[src/rtl/host_frame_receiver_if.sv]
// Frame-memory write port and buffer-swap handshake between the host frame
// receiver (master) and the LED-driver controller / frame memory (slave).
interface host_frame_receiver_if #(
    parameter int ADDR_W = 12
);
    logic              wr_en;
    logic [ADDR_W-1:0] wr_addr;
    logic [23:0]       wr_data;
    logic              buf_sel;
    logic              swap_req;
    logic              swap_ack;

    modport master (
        output wr_en, wr_addr, wr_data, buf_sel, swap_req,
        input  swap_ack
    );

    modport slave (
        input  wr_en, wr_addr, wr_data, buf_sel, swap_req,
        output swap_ack
    );
endinterface

[src/rtl/host_frame_receiver.sv]
// SPI (mode 0) slave that writes CMD_FRAME-prefixed RGB frames into the back buffer and
// requests a buffer swap. Define HOST_FRAME_CHECKSUM_EN to require a trailing XOR byte.
module host_frame_receiver #(
    parameter int         NUM_PIXELS = 4096,
    parameter int         ADDR_W     = 12,
    parameter logic [7:0] CMD_FRAME  = 8'hA5
) (
    input  logic                  clk,
    input  logic                  reset_n,
    input  logic                  spi_sclk,
    input  logic                  spi_mosi,
    input  logic                  spi_cs_n,
    host_frame_receiver_if.master fb,
    output logic                  frame_error,
    output logic                  busy
);
    localparam int CNT_W = ADDR_W + 1;
    localparam logic [CNT_W-1:0] LAST_PIX = CNT_W'(NUM_PIXELS - 1);

    typedef enum logic [2:0] {
        IDLE, CMD, PIXEL, CKSUM, FULL, DRAIN, WAIT_SWAP
    } state_t;

`ifdef HOST_FRAME_CHECKSUM_EN
    localparam state_t AFTER_PIX = CKSUM;
`else
    localparam state_t AFTER_PIX = FULL;
`endif

    logic sclk_p0, sclk_p1, sclk_p2;
    logic cs_p0, cs_p1, cs_p2;
    logic mosi_p0, mosi_p1;
    logic sclk_rise, cs_fall, cs_rise, bit_take;
    logic [2:0] bit_cnt;
    logic [7:0] shift;
    logic       byte_vld_p;

    state_t            state, state_nx;
    logic [CNT_W-1:0]  pix_cnt, pix_cnt_nx;
    logic [1:0]        rgb_idx, rgb_idx_nx;
    logic [7:0]        r_byte, r_nx, g_byte, g_nx;
    logic              wr_en, wr_en_nx;
    logic [ADDR_W-1:0] wr_addr, wr_addr_nx;
    logic [23:0]       wr_data, wr_data_nx;
    logic              err_nx;
    logic              swap_req, swap_req_nx;
    logic              buf_sel, buf_sel_nx;
    logic              pend_drain, pend_nx;
`ifdef HOST_FRAME_CHECKSUM_EN
    logic [7:0]        ck_xor, ck_nx;
`endif

    // Stage p0/p1: two-flop synchronisers; p2 holds the previous value for edge detection
    always_ff @(posedge clk or negedge reset_n) begin
        if (!reset_n) begin
            sclk_p0    <= 1'b0;
            sclk_p1    <= 1'b0;
            sclk_p2    <= 1'b0;
            cs_p0      <= 1'b1;
            cs_p1      <= 1'b1;
            cs_p2      <= 1'b1;
            mosi_p0    <= 1'b0;
            mosi_p1    <= 1'b0;
            bit_cnt    <= 3'd0;
            byte_vld_p <= 1'b0;
        end else begin
            sclk_p0 <= spi_sclk;
            sclk_p1 <= sclk_p0;
            sclk_p2 <= sclk_p1;
            cs_p0   <= spi_cs_n;
            cs_p1   <= cs_p0;
            cs_p2   <= cs_p1;
            mosi_p0 <= spi_mosi;
            mosi_p1 <= mosi_p0;
            if (cs_fall) begin
                bit_cnt    <= 3'd0;
                byte_vld_p <= 1'b0;
            end else begin
                byte_vld_p <= bit_take && (bit_cnt == 3'd7);
                if (bit_take)
                    bit_cnt <= bit_cnt + 1'b1;
            end
        end
    end

    assign sclk_rise = sclk_p1 & ~sclk_p2;
    assign cs_fall   = cs_p2 & ~cs_p1;
    assign cs_rise   = ~cs_p2 & cs_p1;
    assign bit_take  = sclk_rise & ~cs_p1;

    always_ff @(posedge clk) begin
        if (cs_fall)
            shift <= 8'd0;
        else if (bit_take)
            shift <= {shift[6:0], mosi_p1};
        r_byte <= r_nx;
        g_byte <= g_nx;
    end

    always_ff @(posedge clk or negedge reset_n) begin
        if (!reset_n) begin
            state       <= IDLE;
            pix_cnt     <= '0;
            rgb_idx     <= 2'd0;
            wr_en       <= 1'b0;
            wr_addr     <= '0;
            wr_data     <= 24'd0;
            frame_error <= 1'b0;
            swap_req    <= 1'b0;
            buf_sel     <= 1'b0;
            pend_drain  <= 1'b0;
`ifdef HOST_FRAME_CHECKSUM_EN
            ck_xor      <= 8'd0;
`endif
        end else begin
            state       <= state_nx;
            pix_cnt     <= pix_cnt_nx;
            rgb_idx     <= rgb_idx_nx;
            wr_en       <= wr_en_nx;
            wr_addr     <= wr_addr_nx;
            wr_data     <= wr_data_nx;
            frame_error <= err_nx;
            swap_req    <= swap_req_nx;
            buf_sel     <= buf_sel_nx;
            pend_drain  <= pend_nx;
`ifdef HOST_FRAME_CHECKSUM_EN
            ck_xor      <= ck_nx;
`endif
        end
    end

    always_comb begin
        state_nx    = state;
        pix_cnt_nx  = pix_cnt;
        rgb_idx_nx  = rgb_idx;
        r_nx        = r_byte;
        g_nx        = g_byte;
        wr_en_nx    = 1'b0;
        wr_addr_nx  = wr_addr;
        wr_data_nx  = wr_data;
        err_nx      = frame_error;
        swap_req_nx = swap_req;
        buf_sel_nx  = buf_sel;
        pend_nx     = pend_drain;
`ifdef HOST_FRAME_CHECKSUM_EN
        ck_nx       = ck_xor;
`endif

        // Address saturates at the top instead of wrapping back onto pixel 0
        if (wr_en && (wr_addr != {ADDR_W{1'b1}}))
            wr_addr_nx = wr_addr + 1'b1;

        if (byte_vld_p) begin
            case (state)
                CMD: begin
                    if (shift == CMD_FRAME) begin
                        state_nx = PIXEL;
                    end else begin
                        state_nx = DRAIN;
                        err_nx   = 1'b1;
                    end
                end
                PIXEL: begin
`ifdef HOST_FRAME_CHECKSUM_EN
                    ck_nx = ck_xor ^ shift;
`endif
                    case (rgb_idx)
                        2'd0: begin
                            r_nx       = shift;
                            rgb_idx_nx = 2'd1;
                        end
                        2'd1: begin
                            g_nx       = shift;
                            rgb_idx_nx = 2'd2;
                        end
                        default: begin
                            wr_en_nx   = 1'b1;
                            wr_data_nx = {r_byte, g_byte, shift};
                            rgb_idx_nx = 2'd0;
                            pix_cnt_nx = pix_cnt + 1'b1;
                            if (pix_cnt == LAST_PIX)
                                state_nx = AFTER_PIX;
                        end
                    endcase
                end
`ifdef HOST_FRAME_CHECKSUM_EN
                CKSUM: begin
                    if (shift == ck_xor) begin
                        state_nx = FULL;
                    end else begin
                        state_nx = DRAIN;
                        err_nx   = 1'b1;
                    end
                end
`endif
                FULL: begin
                    state_nx = DRAIN;
                    err_nx   = 1'b1;
                end
                default: ;
            endcase
        end

        // A byte landing with cs_n rise is already folded into state_nx above
        if (cs_rise) begin
            case (state_nx)
                CMD, PIXEL, CKSUM: begin
                    state_nx = IDLE;
                    err_nx   = 1'b1;
                end
                FULL: begin
                    state_nx    = WAIT_SWAP;
                    swap_req_nx = 1'b1;
                end
                DRAIN:     state_nx = IDLE;
                WAIT_SWAP: pend_nx  = 1'b0;
                default: ;
            endcase
        end

        if (cs_fall) begin
            if (state == IDLE) begin
                state_nx   = CMD;
                pix_cnt_nx = '0;
                rgb_idx_nx = 2'd0;
                wr_addr_nx = '0;
`ifdef HOST_FRAME_CHECKSUM_EN
                ck_nx      = 8'd0;
`endif
            end else if (state == WAIT_SWAP) begin
                err_nx  = 1'b1;
                pend_nx = 1'b1;
            end
        end

        // A transaction opened while waiting is still in flight after the ack: drain it
        if ((state == WAIT_SWAP) && fb.swap_ack) begin
            swap_req_nx = 1'b0;
            buf_sel_nx  = ~buf_sel;
            state_nx    = pend_nx ? DRAIN : IDLE;
            pend_nx     = 1'b0;
        end
    end

    assign fb.wr_en    = wr_en;
    assign fb.wr_addr  = wr_addr;
    assign fb.wr_data  = wr_data;
    assign fb.buf_sel  = buf_sel;
    assign fb.swap_req = swap_req;
    assign busy        = (state != IDLE) || swap_req;

endmodule

[src/flat_wrapper.sv]
// flat-port wrapper written by rule: the top's interface ports become plain ports
module host_frame_receiver_flat 
#(
    parameter int         NUM_PIXELS = 4096,
    parameter int         ADDR_W     = 12,
    parameter logic [7:0] CMD_FRAME  = 8'hA5
)
  (clk, reset_n, spi_sclk, spi_mosi, spi_cs_n, frame_error, busy, fb_wr_en, fb_wr_addr, fb_wr_data, fb_buf_sel, fb_swap_req, fb_swap_ack);
  host_frame_receiver_if #(.ADDR_W(ADDR_W)) fb_i ();
  input  logic clk;
  input  logic reset_n;
  input  logic spi_sclk;
  input  logic spi_mosi;
  input  logic spi_cs_n;
  output logic frame_error;
  output logic busy;
  output wire logic [$bits(fb_i.wr_en)-1:0] fb_wr_en;
  output wire logic [$bits(fb_i.wr_addr)-1:0] fb_wr_addr;
  output wire logic [$bits(fb_i.wr_data)-1:0] fb_wr_data;
  output wire logic [$bits(fb_i.buf_sel)-1:0] fb_buf_sel;
  output wire logic [$bits(fb_i.swap_req)-1:0] fb_swap_req;
  input wire logic [$bits(fb_i.swap_ack)-1:0] fb_swap_ack;
  assign fb_wr_en = fb_i.wr_en;
  assign fb_wr_addr = fb_i.wr_addr;
  assign fb_wr_data = fb_i.wr_data;
  assign fb_buf_sel = fb_i.buf_sel;
  assign fb_swap_req = fb_i.swap_req;
  assign fb_i.swap_ack = fb_swap_ack;
  host_frame_receiver #(.NUM_PIXELS(NUM_PIXELS), .ADDR_W(ADDR_W), .CMD_FRAME(CMD_FRAME)) u_core (.clk(clk), .reset_n(reset_n), .spi_sclk(spi_sclk), .spi_mosi(spi_mosi), .spi_cs_n(spi_cs_n), .fb(fb_i), .frame_error(frame_error), .busy(busy));
endmodule
[config.mk]
export PLATFORM = sky130hd
export DESIGN_NAME = host_frame_receiver_flat
export DESIGN_NICKNAME = d
export VERILOG_FILES = /design/src/rtl/host_frame_receiver_if.sv /design/src/rtl/host_frame_receiver.sv /design/src/flat_wrapper.sv
export SDC_FILE = /design/constraint.sdc
export NUM_CORES = 1
export LEC_CHECK = 0
export CELL_PAD_IN_SITES_DETAIL_PLACEMENT = 0
export CELL_PAD_IN_SITES_GLOBAL_PLACEMENT = 1
export CORE_ASPECT_RATIO = 0.7
export CORE_UTILIZATION = 45
export DETAILED_ROUTE_END_ITERATION = 7
export PLACE_DENSITY = 0.9
export SLEW_MARGIN = 10
export SYNTH_ARGS = -nofsm -noshare
export SYNTH_HDL_FRONTEND = slang
export SYNTH_SLANG_ARGS = --single-unit
[constraint.sdc]
create_clock -name clk -period 4.12 [get_ports clk]
set_input_delay 0.412 -clock clk [delete_from_list [all_inputs] [get_ports clk]]
set_output_delay 0.412 -clock clk [all_outputs]
set_load 0.1 [all_outputs]
==> impl_results.md, run 1 <==
- Number of buffers inserted by post-CTS setup repair: 0
- Total number of vias: approximately 2800
- Count of mapped cells out of synthesis: roughly 390
- Post-synthesis area per instance: between 10 and 15 um2
- Root buf cell: sky130_fd_sc_hd__clkbuf_16
- DP HPWL: around 5400 um
- Remaining global-route overflow: 0
- Normalized max-slew margin: 33.0%
- Die Footprint: 9310 um2
- Pwr/cell area: 432 nW/um2
- Critical path endpoint category: primary output
- Number of core rows: 28
- Final Hold Fails: 0
- Final critical delay including setup and external delays: roughly 2.8 ns
- Max-cap viol count: 0
- Effective utilization at floorplan: about 47%
- Pins Over Slew Limit: 0
- Number of warning messages in the yosys log: 0
- Post_cts resized: 0
- Core footprint: around 8500 um2
- Sum of met2 wire segment lengths after detailed routing: ~3600 um
- Area growth from synthesis to layout: 20.9%
- Required arrival time at the worst endpoint: between 3 and 4 ns
- Number of global-route vias before repair: 2737
- Initial antenna violation count: 0
- Crit path launch type: flip-flop
- Width of the chip: around 110 um
- Clk Latency, worst-skew pair: approximately 0.34 ns
- Final setup violation count: 0
- Static leakage: 2.14 nW
- Netlist area before placement: 4010 um2
- Post-route setup TNS: 0 ns
- Fin crit share: approximately two thirds
- TritonCTS clock tree: done
- Class of the most critical hold timing path: in2async
- Fraction of layout cells with a size suffix above 1: under 10%
- Maximum number of pins on one net before global-route repair: 39
- Topmost layer with routed signal wires: met4
- Count of different cell masters after synthesis: 55
- Run status: complete, no violations
- H-Tree Level Count: 3
- Arrival time worst endpoint: approximately 2.3 ns
- Via density: 5.10
- Flops & latches, synth: 95
- Measured slew at the worst slew-check pin: between 1 and 1.5 ns
- Main area contributors after synthesis: sky130_fd_sc_hd__dfrtp_1, sky130_fd_sc_hd__edfxtp_1, sky130_fd_sc_hd__nand2_1
- DR WL met3: 230 um
- Diodes inserted: 0
- Clock Sinks: 95
- Synthesized net count: 396
- Number of buffer cells added on primary ports: 46
- Fraction of post-synthesis cell area in the top cell type by area: ~42%
- Class of the most critical setup path: reg2out
- RSZ-0062 raised after global routing: false
- Count of hold buffers inserted by post-cts repair: 0
- Global routing usage summed across all routing layers: between 10% and 20%
- Placement Setup Slack: between 1 and 1.5 ns
- Chip height: between 80 and 90 um
- Post-route worst setup slack: ~1.4 ns
- Post-Route M1 WL: around 4000 um
- Number of primary I/O pins: 47
- Clock Tree Buf Depth: 2
- Sequential fraction of the synthesis area: between 60% and 70%
- Number of nets still failing antenna checks after routing: 0
- Starting DRC count in detailed routing: between 150 and 200
- Peak supply drop: 0.471 mV
- Fin nets: approximately 440
- Flip-flop cell with the highest count after synthesis: sky130_fd_sc_hd__dfrtp_1
- Num CTS Buffers: 9
- Number of optimization iterations in the first detailed-route pass: 4
- First-pass GRT wire length: 13200 um
- Number of flops mapped to enable cells by yosys: 16
- Leading area contributor after synthesis: sky130_fd_sc_hd__dfrtp_1
- Post-synth ARST share: about three quarters
- Worst-path maximum fanout: 11
- Highest attainable clock frequency: approximately 360 MHz
- Clock slew seen by the registers of the worst setup and hold paths: 0.07 ns
- DRC Markers: 0
- RD Place Congestion: approximately 0.81
- Total wire length after detailed routing: 7950 um
- Worst-case clock skew: around 0.010 ns
- Detail-routed net length per standard cell: 14.3 um
- Number of inserted filler cells in the final layout: about 770
[synth_stat cells, types with 2 or more instances]
cell and n:
sky130_fd_sc_hd__and2_1 5, sky130_fd_sc_hd__dfstp_2 3, sky130_fd_sc_hd__nand4_1 6, sky130_fd_sc_hd__edfxtp_1 16
sky130_fd_sc_hd__nor3_1 4, sky130_fd_sc_hd__nand2b_1 5, sky130_fd_sc_hd__ha_1 4, sky130_fd_sc_hd__and4bb_2 3
sky130_fd_sc_hd__or3_1 4, sky130_fd_sc_hd__dfxtp_1 8, sky130_fd_sc_hd__buf_2 6, sky130_fd_sc_hd__inv_1 9
sky130_fd_sc_hd__a21oi_1 18, sky130_fd_sc_hd__xor2_1 5, sky130_fd_sc_hd__nand3_1 11, sky130_fd_sc_hd__a31oi_1 2
sky130_fd_sc_hd__o21ai_1 2, sky130_fd_sc_hd__clkbuf_1 6, sky130_fd_sc_hd__o21ai_0 6, sky130_fd_sc_hd__nor2_1 26
sky130_fd_sc_hd__and3_1 5, sky130_fd_sc_hd__nand3b_1 2, sky130_fd_sc_hd__a2111oi_0 3, sky130_fd_sc_hd__nor2b_1 4
sky130_fd_sc_hd__dfrtp_1 68, sky130_fd_sc_hd__a211oi_1 4, sky130_fd_sc_hd__nor3b_1 3, sky130_fd_sc_hd__xnor2_1 14
sky130_fd_sc_hd__nand2_1 108
[kinds of logic after synthesis]
kind of cell / after synthesis / synth area share (%)
flip-flops: 95 / 60.3
multiplexers: 2 / 0.530
buffers and inverters: 24 / 2.56
AND/OR/NAND/NOR: 196 / 23.5
adder cells (fa/ha/maj): 4 / 1.25
AO/OA/AOI/OAI: 46 / 7.73
XOR/XNOR: 19 / 4.15
[report_power, final]
part | switching [W] | internal, W | leakage (nW) | total, W
registers | 0.0000399 | 0.000985 | 1.17 | 0.00102
clock network | 0.000363 | 0.000419 | 0.140 | 0.000783
logic | 0.000202 | 0.0000874 | 0.832 | 0.000289
total | 0.000605 | 0.00149 | 2.14 | 0.00210
[per-layer routing]
| metal | global-route usage [%] | vias up |
|---|---|---|
| met3 | 5.15 | 5 |
| met2 | 28.3 | 43 |
| met4 | 4.94 | 0 |
| met1 | 25.9 | 1391 |
| met5 | 0 | - |
| li1 | - | 1398 |
[registers in the layout (all words and copies together), names as in the netlist, 2 cells and up]
register           flops
u_core.fb.wr_data     24
u_core.pix_cnt        13
u_core.fb.wr_addr     12
u_core.g_byte          8
u_core.r_byte          8
u_core.shift           8
u_core.bit_cnt         3
u_core.state           3
u_core.rgb_idx         2
[critical path: stages, from the launching register on]
cell	delay (ns)
sky130_fd_sc_hd__dfrtp_1	0.49
sky130_fd_sc_hd__nor3_1	0.43
sky130_fd_sc_hd__nand2b_1	0.10
sky130_fd_sc_hd__clkdlybuf4s50_1	0.98
[worst paths after layout]
path | startpoint | to | slack, ns | cells past startpoint
worst max-delay path | u_core.state[2] | busy | 1.36 | 3
worst min-delay path | reset_n | u_core.fb.wr_data[7] | 0.13 | 1
worst max register to register | u_core.cs_p2 | u_core.state[2] | 1.55 | 5
worst min register to register | u_core.sclk_p0 | u_core.sclk_p1 | 0.35 | 0
max in group asynchronous | reset_n | u_core.pix_cnt[5] | 3.01 | 2
min in group clk | u_core.sclk_p0 | u_core.sclk_p1 | 0.35 | 0
[through the flow]
stage	total power, W	hold slack [ns]	util [%]	area (um2)	std cells
3_3_place_gp	0.00133	0.333	53.5	4570	540
6_report	0.00210	0.134	56.8	4850	556
4_1_cts	0.00212	0.157	56.7	4850	556
2_1_floorplan	0.00126	0.116	-	4010	386
5_1_grt	0.00218	0.199	56.8	4850	556
3_5_place_dp	0.00133	0.335	53.5	4570	540
[layout make-up]
cell class,count,area [um2],area share [%]
timing repair buffer,48,470,9.70
sequential,95,2420,49.9
clock inverter,6,48.8,1.01
inverter,10,37.5,0.774
tap,120,150,3.09
clock buffer,10,229,4.72
multi-input combinational,267,1500,30.8
[placed cells by master (no fill, tap or decap), drive strengths merged, types with 8 or more instances in the layout]
master         count
a21oi             18
edfxtp            16
xnor2             14
o21ai              8
clkbuf            10
nor2              26
dfrtp             68
nand2            109
inv               15
dfxtp              8
nand3             11
clkdlybuf4s50     45
Power figures use the tool's default switching activity.
==> run 2: changes to the inputs <==
--- a/config.mk
+++ b/config.mk
@@ -8,9 +8,9 @@
 export CELL_PAD_IN_SITES_DETAIL_PLACEMENT = 0
 export CELL_PAD_IN_SITES_GLOBAL_PLACEMENT = 1
 export CORE_ASPECT_RATIO = 0.7
-export CORE_UTILIZATION = 45
+export CORE_UTILIZATION = 43
 export DETAILED_ROUTE_END_ITERATION = 7
-export PLACE_DENSITY = 0.9
+export PLACE_DENSITY = 0.87
 export SLEW_MARGIN = 10
 export SYNTH_ARGS = -nofsm -noshare
 export SYNTH_HDL_FRONTEND = slang
==> constraint.sdc (replaced) <==
create_clock -name clk -period 2.57 [get_ports clk]
set_input_delay 0.257 -clock clk [delete_from_list [all_inputs] [get_ports clk]]
set_output_delay 0.257 -clock clk [all_outputs]
set_load 0.1 [all_outputs]
==> impl_results.md, run 2 (synthesis gave the netlist of run 1 again) <==
- Run status: complete, no violations
- Num CTS Buffers: 9
- Critical path endpoint category: flip-flop
- Flip-flop count of the largest register after layout: 24
- Post-route setup TNS: 0 ns
- RD Place Congestion: 0.840
- TritonCTS clock tree: done
- Placed cell count: ~550
- Normalized max-slew margin: between 60 and 70%
- Die Footprint: a little under 10000 um2
- Pins Over Slew Limit: 0
- Switching power share of the total: ~28%
- Worst-case reg-to-reg path depth: 6
- Total number of vias: approximately 2800
- Fraction of layout cells with a size suffix above 1: a little under a fifth
- Final Hold Fails: 0
- FF-to-FF setup slack: between 0.6 and 0.7 ns
- Root buf cell: sky130_fd_sc_hd__clkbuf_16
- Class of the most critical hold timing path: in2reg
- Crit path to: u_core.state[2]
- Worst-case clock skew: approximately 0.0082 ns
- DRC Markers: 0
- Core footprint: ~9100 um2
- Worst hold path cell count: 1
- Number of optimization iterations in the first detailed-route pass: 4
- Number of buffer cells added on primary ports: 46
- Required arrival time at the worst endpoint: 2.79 ns
- Remaining global-route overflow: 0
- Peak supply drop: roughly 0.97 mV
- Number of primary I/O pins: between 40 and 50
- Clock Sinks: between 90 and 100
- Pwr/cell area: about 720 nW/um2
- Final setup violation count: 0
- Number of global-route vias before repair: between 2000 and 3000
- First-pass GRT wire length: about 13000 um
- Max-cap viol count: 0
- Starting DRC count in detailed routing: between 150 and 200
- Number of inserted filler cells in the final layout: about 820
- Fin crit share: between 70% and 80%
- Register share of total power: a little under half
- Width of the chip: 117 um
- Crit path launch type: flip-flop
- Via density: ~5
- P_int: approximately 0.0025 W
- Global routing usage summed across all routing layers: 17.7%
- DP HPWL: 5280 um
- Clock Tree Buf Depth: 2
- Class of the most critical setup path: reg2reg
- Initial antenna violation count: 0
- Launch instance of the worst register-to-register path: u_core.pix_cnt[0]
- Critical register-to-register path endpoint: u_core.state[2]
- Combinational share of power: a little over an eighth
- Area growth from synthesis to layout: 20.6%
- Switching component of the power: 0.000973 W
- Diodes inserted: 0
- Static leakage: between 2 and 2.5 nW
- Highest attainable clock frequency: roughly 510 MHz
- H-Tree Level Count: 3
- RSZ-0062 raised after global routing: false
- Worst-path maximum fanout: 5
- Finished Layout Cells: between 500 and 600
- Most frequent cells in the layout: sky130_fd_sc_hd__nand2_1, sky130_fd_sc_hd__dfrtp_1, sky130_fd_sc_hd__buf_4, sky130_fd_sc_hd__nor2_1, sky130_fd_sc_hd__a21oi_1
- Clock slew seen by the registers of the worst setup and hold paths: 0.07 ns
- Maximum number of pins on one net before global-route repair: 29
- Post_cts resized: 0
- Final critical delay including setup and external delays: about 1.9 ns
- Measured slew at the worst slew-check pin: roughly 0.52 ns
- Register with the most flip-flops: u_core.fb.wr_data
- CP startpoint: u_core.pix_cnt[0]
- Largest registers: u_core.fb.wr_data x24, u_core.pix_cnt x13, u_core.fb.wr_addr x12
- Number of core rows: 29
- Clk Latency, worst-skew pair: around 0.35 ns
- Total wire length after detailed routing: between 7000 and 8000 um
- Fin nets: ~450
- Most common cell after layout, fill and taps aside: sky130_fd_sc_hd__nand2_1
- Chip height: between 80 and 90 um
- Effective utilization at floorplan: approximately 44%
- Arrival time worst endpoint: about 2.2 ns
- Clock power frac: roughly two fifths
- Number of nets still failing antenna checks after routing: 0
- Detail-routed net length per standard cell: ~14 um
- Placement Setup Slack: around 0.64 ns
- Post-route worst setup slack: 0.627 ns
[run 2: cell types whose count changed in the layout (fill, tap and decap cells not counted), sizes merged]
cell,before,now
buf,3,51
clkdlybuf4s50,45,4
inv,15,13
bufinv,0,1
clkbuf,10,9
clkinv,1,2
clkinvlp,0,1
dlygate4sd3,0,1
[run 2: worst max-delay path, cell delays in order (launching register included)]
cell and delay [ns]:
sky130_fd_sc_hd__dfrtp_1 0.40, sky130_fd_sc_hd__ha_1 0.26, sky130_fd_sc_hd__and3b_1 0.19, sky130_fd_sc_hd__and4bb_2 0.26, sky130_fd_sc_hd__o22ai_2 0.24, sky130_fd_sc_hd__nor4b_2 0.33, sky130_fd_sc_hd__o22ai_1 0.14
[run 2: area by class of cell]
class                      instances  area [um2]  area share, %
tap                              124         155           3.21
timing repair buffer              56         430           8.89
clock buffer                       9         225           4.65
sequential                        95        2420           50.0
clock inverter                     7        80.1           1.65
multi-input combinational        267        1490           30.8
inverter                          10        37.5          0.776
[run 2: metrics by stage]
step / area (um2) / utilization, % / hold slack (ns) / total power (W)
after global routing: 4840 / 53.4 / 0.316 / 0.00361
after global placement: 4520 / 49.9 / 0.289 / 0.00215
after floorplan: 4010 / - / -0.0386 / 0.00201
after CTS: 4840 / 53.4 / 0.304 / 0.00350
final: 4840 / 53.4 / 0.315 / 0.00347
after detailed placement: 4520 / 49.9 / 0.287 / 0.00215
[run 2: power by group through the flow]
stage,clock network [W],registers [W],logic (W)
after floorplan,0,0.00175,0.000267
final,0.00135,0.00165,0.000474
after global routing,0.00144,0.00166,0.000512
after detailed placement,0,0.00167,0.000475
after global placement,0,0.00167,0.000473
after CTS,0.00138,0.00164,0.000477
[run 2: what timing repair did]
item,CTS,global route
buffers inserted,0,0
hold buffers,1,0
hold endpoints to repair,20,0
[run 2: how the worst min path moves through the flow]
| stage | from | end | slack, ns |
|---|---|---|---|
| global route | spi_cs_n | u_core.cs_p0 | 0.32 |
| detailed placement | reset_n | u_core.fb.wr_addr[8] | 0.29 |
| finish | spi_cs_n | u_core.cs_p0 | 0.32 |
| CTS | spi_cs_n | u_core.cs_p0 | 0.30 |
| floorplan | reset_n | u_core.bit_cnt[0] | -0.04 |
| global placement | reset_n | u_core.fb.wr_addr[8] | 0.29 |
[run 2: routing by layer]
layer,track usage (%),share of wire (%),vias to the layer above
met5,0,0,-
met4,5.01,1.0,0
met3,5.91,4.1,6
met2,24.8,42,51
met1,26.0,53,1364
li1,-,-,1418
==> run 3: changes to the inputs <==
==> constraint.sdc (replaced) <==
create_clock -name clk -period 1.8 [get_ports clk]
set_input_delay 0.18 -clock clk [delete_from_list [all_inputs] [get_ports clk]]
set_output_delay 0.18 -clock clk [all_outputs]
set_load 0.1 [all_outputs]
==> impl_results.md, run 3 (synthesis gave the netlist of run 1 again) <==
- Number of global-route vias before repair: around 2900
- Fraction of layout cells with a size suffix above 1: 26.2%
- Static leakage: roughly 2.3 nW
- RD Place Congestion: around 0.81
- Hold-critical path endpoint: u_core.cs_p0
- Placement Setup Slack: -0.0541 ns
- Number of buffers and inverters on the critical path: 1
- Combinational share of power: 16.6%
- Critical Path Slowest Stage Cell: sky130_fd_sc_hd__dfrtp_1
- Worst-case reg-to-reg path depth: 7
- Clock slew seen by the registers of the worst setup and hold paths: around 0.07 ns
- First-pass GRT wire length: 14200 um
- Effective utilization at floorplan: 44.2%
- Final setup violation count: 0
- Total wire length after detailed routing: ~8300 um
- Width of the chip: roughly 120 um
- Launch instance of the worst register-to-register path: u_core.pix_cnt[0]
- Sequence of cells on the critical path: ha_2 > and3b_1 > and4bb_2 > o22ai_2 > buf_4 > nor3b_1 > o22ai_1
- Peak supply drop: ~0.9 mV
- Largest registers: u_core.fb.wr_data x24, u_core.pix_cnt x13, u_core.fb.wr_addr x12
- Most common cell after layout, fill and taps aside: sky130_fd_sc_hd__nand2_1
- Core footprint: 9070 um2
- Chip height: 82.8 um
- Maximum number of pins on one net before global-route repair: between 70 and 80
- Gate family responsible for the most delay along the worst path: simple AND/OR/NAND/NOR gates
- Number of core rows: 29
- Via density: between 5 and 6
- Critical path endpoint category: flip-flop
- Global routing usage summed across all routing layers: around a fifth
- Number of optimization iterations in the first detailed-route pass: 4
- Hold wc startpoint: spi_cs_n
- Starting DRC count in detailed routing: 135
- Class of the most critical hold timing path: in2reg
- Die Footprint: just under 10000 um2
- Arrival time worst endpoint: 1.98 ns
- Diodes inserted: 0
- Root buf cell: sky130_fd_sc_hd__clkbuf_16
- Clk Latency, worst-skew pair: roughly 0.34 ns
- Initial antenna violation count: 0
- DP HPWL: 5570 um
- Total number of vias: ~3000
- Finished Layout Cells: approximately 590
- RSZ-0062 raised after global routing: true
- Final critical delay including setup and external delays: approximately 1.8 ns
- Layout Utilization: 55.9%
- Clock Tree Buf Depth: 2
- Num CTS Buffers: 9
- Number of buffer cells added on primary ports: 46
- Class of the most critical setup path: reg2reg
- Max-cap viol count: 0
- Flip-flop count of the largest register after layout: 24
- FF-to-FF setup slack: around 0.041 ns
- Detail-routed net length per standard cell: 14.2 um
- Number of primary I/O pins: 47
- Switching power share of the total: approximately 29%
- Normalized max-slew margin: 63.5%
- Fin nets: between 400 and 500
- Post-route setup TNS: 0 ns
- Dpl cell area: ~4700 um2
- Clock power frac: 36.2%
- Worst hold path cell count: 1
- Highest attainable clock frequency: roughly 570 MHz
- Worst-path maximum fanout: 4
- Pwr/cell area: 975 nW/um2
- Run status: complete, no violations
- Fin crit share: a little over nine tenths
- Total non-filler cell area in the finished layout: around 5000 um2
- Measured slew at the worst slew-check pin: 0.543 ns
- Register with the most flip-flops: u_core.fb.wr_data
- Clock Sinks: 95
- Worst-case clock skew: 0.00885 ns
- Critical register-to-register path endpoint: u_core.state[2]
- H-Tree Level Count: 3
- Post-route worst setup slack: 0.0408 ns
- P_int: approximately 0.0035 W
- Largest stage delay on the critical path: about 0.38 ns
- DRC Markers: 0
- Switching component of the power: roughly 0.0014 W
- Number of nets still failing antenna checks after routing: 0
- Most frequent cells in the layout: sky130_fd_sc_hd__nand2_1, sky130_fd_sc_hd__buf_4, sky130_fd_sc_hd__dfrtp_1, sky130_fd_sc_hd__nor2_1, sky130_fd_sc_hd__a21oi_1
- Area growth from synthesis to layout: 26.4%
- TritonCTS clock tree: done
- Remaining global-route overflow: 0
- Placed cell count: ~560
- Final Hold Fails: 0
- Register share of total power: between 40% and 50%
- Crit path launch type: flip-flop
- Required arrival time at the worst endpoint: a little over 2 ns
- Pins Over Slew Limit: 0
[run 3: cell types whose count changed in the layout (fill, tap and decap cells not counted), moves of 2 or more]
cell,previous run,this run
sky130_fd_sc_hd__a2111oi_0,3,0
sky130_fd_sc_hd__dfrtp_2,0,3
sky130_fd_sc_hd__ha_2,0,2
sky130_fd_sc_hd__ha_1,4,2
sky130_fd_sc_hd__a2111oi_1,0,2
sky130_fd_sc_hd__buf_4,50,66
sky130_fd_sc_hd__buf_12,0,2
sky130_fd_sc_hd__dfrtp_1,68,55
sky130_fd_sc_hd__dfrtp_4,0,10
[run 3: worst reg2reg max path, cell delays in order, from the launching register on]
cell and delay (ns):
sky130_fd_sc_hd__dfrtp_1 0.38, sky130_fd_sc_hd__ha_2 0.19, sky130_fd_sc_hd__and3b_1 0.15, sky130_fd_sc_hd__and4bb_2 0.28
sky130_fd_sc_hd__o22ai_2 0.11, sky130_fd_sc_hd__buf_4 0.15, sky130_fd_sc_hd__nor3b_1 0.24, sky130_fd_sc_hd__o22ai_1 0.12
[run 3: worst max-delay path by stage]
stage,cells past startpoint,from,to
floorplan,6,u_core.fb.wr_addr[0],u_core.fb.wr_addr[7]
CTS,6,u_core.pix_cnt[0],u_core.state[1]
detailed placement,6,u_core.fb.wr_addr[0],u_core.fb.wr_addr[5]
finish,7,u_core.pix_cnt[0],u_core.state[2]
global route,6,u_core.fb.wr_addr[0],u_core.fb.wr_addr[0]
global placement,6,u_core.pix_cnt[0],u_core.fb.swap_req
[run 3: area by class of cell]
class,instances,area (um2)
fillers,794,4000
flip-flops and latches,95,2460
multi-input cells,267,1550
repair buffers,74,591
clock buffers,10,229
well taps,124,155
clock inverters,6,50.0
inverters,10,37.5
[run 3: metal layers]
layer | global-route usage (%) | vias up | wire [um]
met4 | 6.64 | 0 | 52
li1 | - | 1454 | -
met1 | 26.8 | 1435 | 4250
met2 | 26.7 | 60 | 3670
met5 | 0 | - | 0
met3 | 5.56 | 5 | 325
[run 3: power groups by stage]
stage / Clock [W] / Combinational [W] / Sequential, W
floorplan: 0 / 0.000388 / 0.00249
global placement: 0 / 0.000786 / 0.00237
detailed placement: 0 / 0.000792 / 0.00237
CTS: 0.00184 / 0.000818 / 0.00233
global route: 0.00192 / 0.000878 / 0.00234
finish: 0.00179 / 0.000821 / 0.00234
[run 3: timing repair]
item                                    4_1_cts  5_1_grt
pin swaps                                     1        7
hold buffers                                  1        0
hold endpoints to repair                     68        0
endpoints found under the setup margin        5       12
setup buffers                                 0        5
resized for setup                             4        8
[run 3: stage by stage]
stage | total power, W | hold slack [ns]
after global placement | 0.00315 | 0.240
after detailed placement | 0.00316 | 0.243
final | 0.00495 | 0.245
after CTS | 0.00499 | 0.236
after floorplan | 0.00288 | -0.116
after global routing | 0.00514 | 0.238
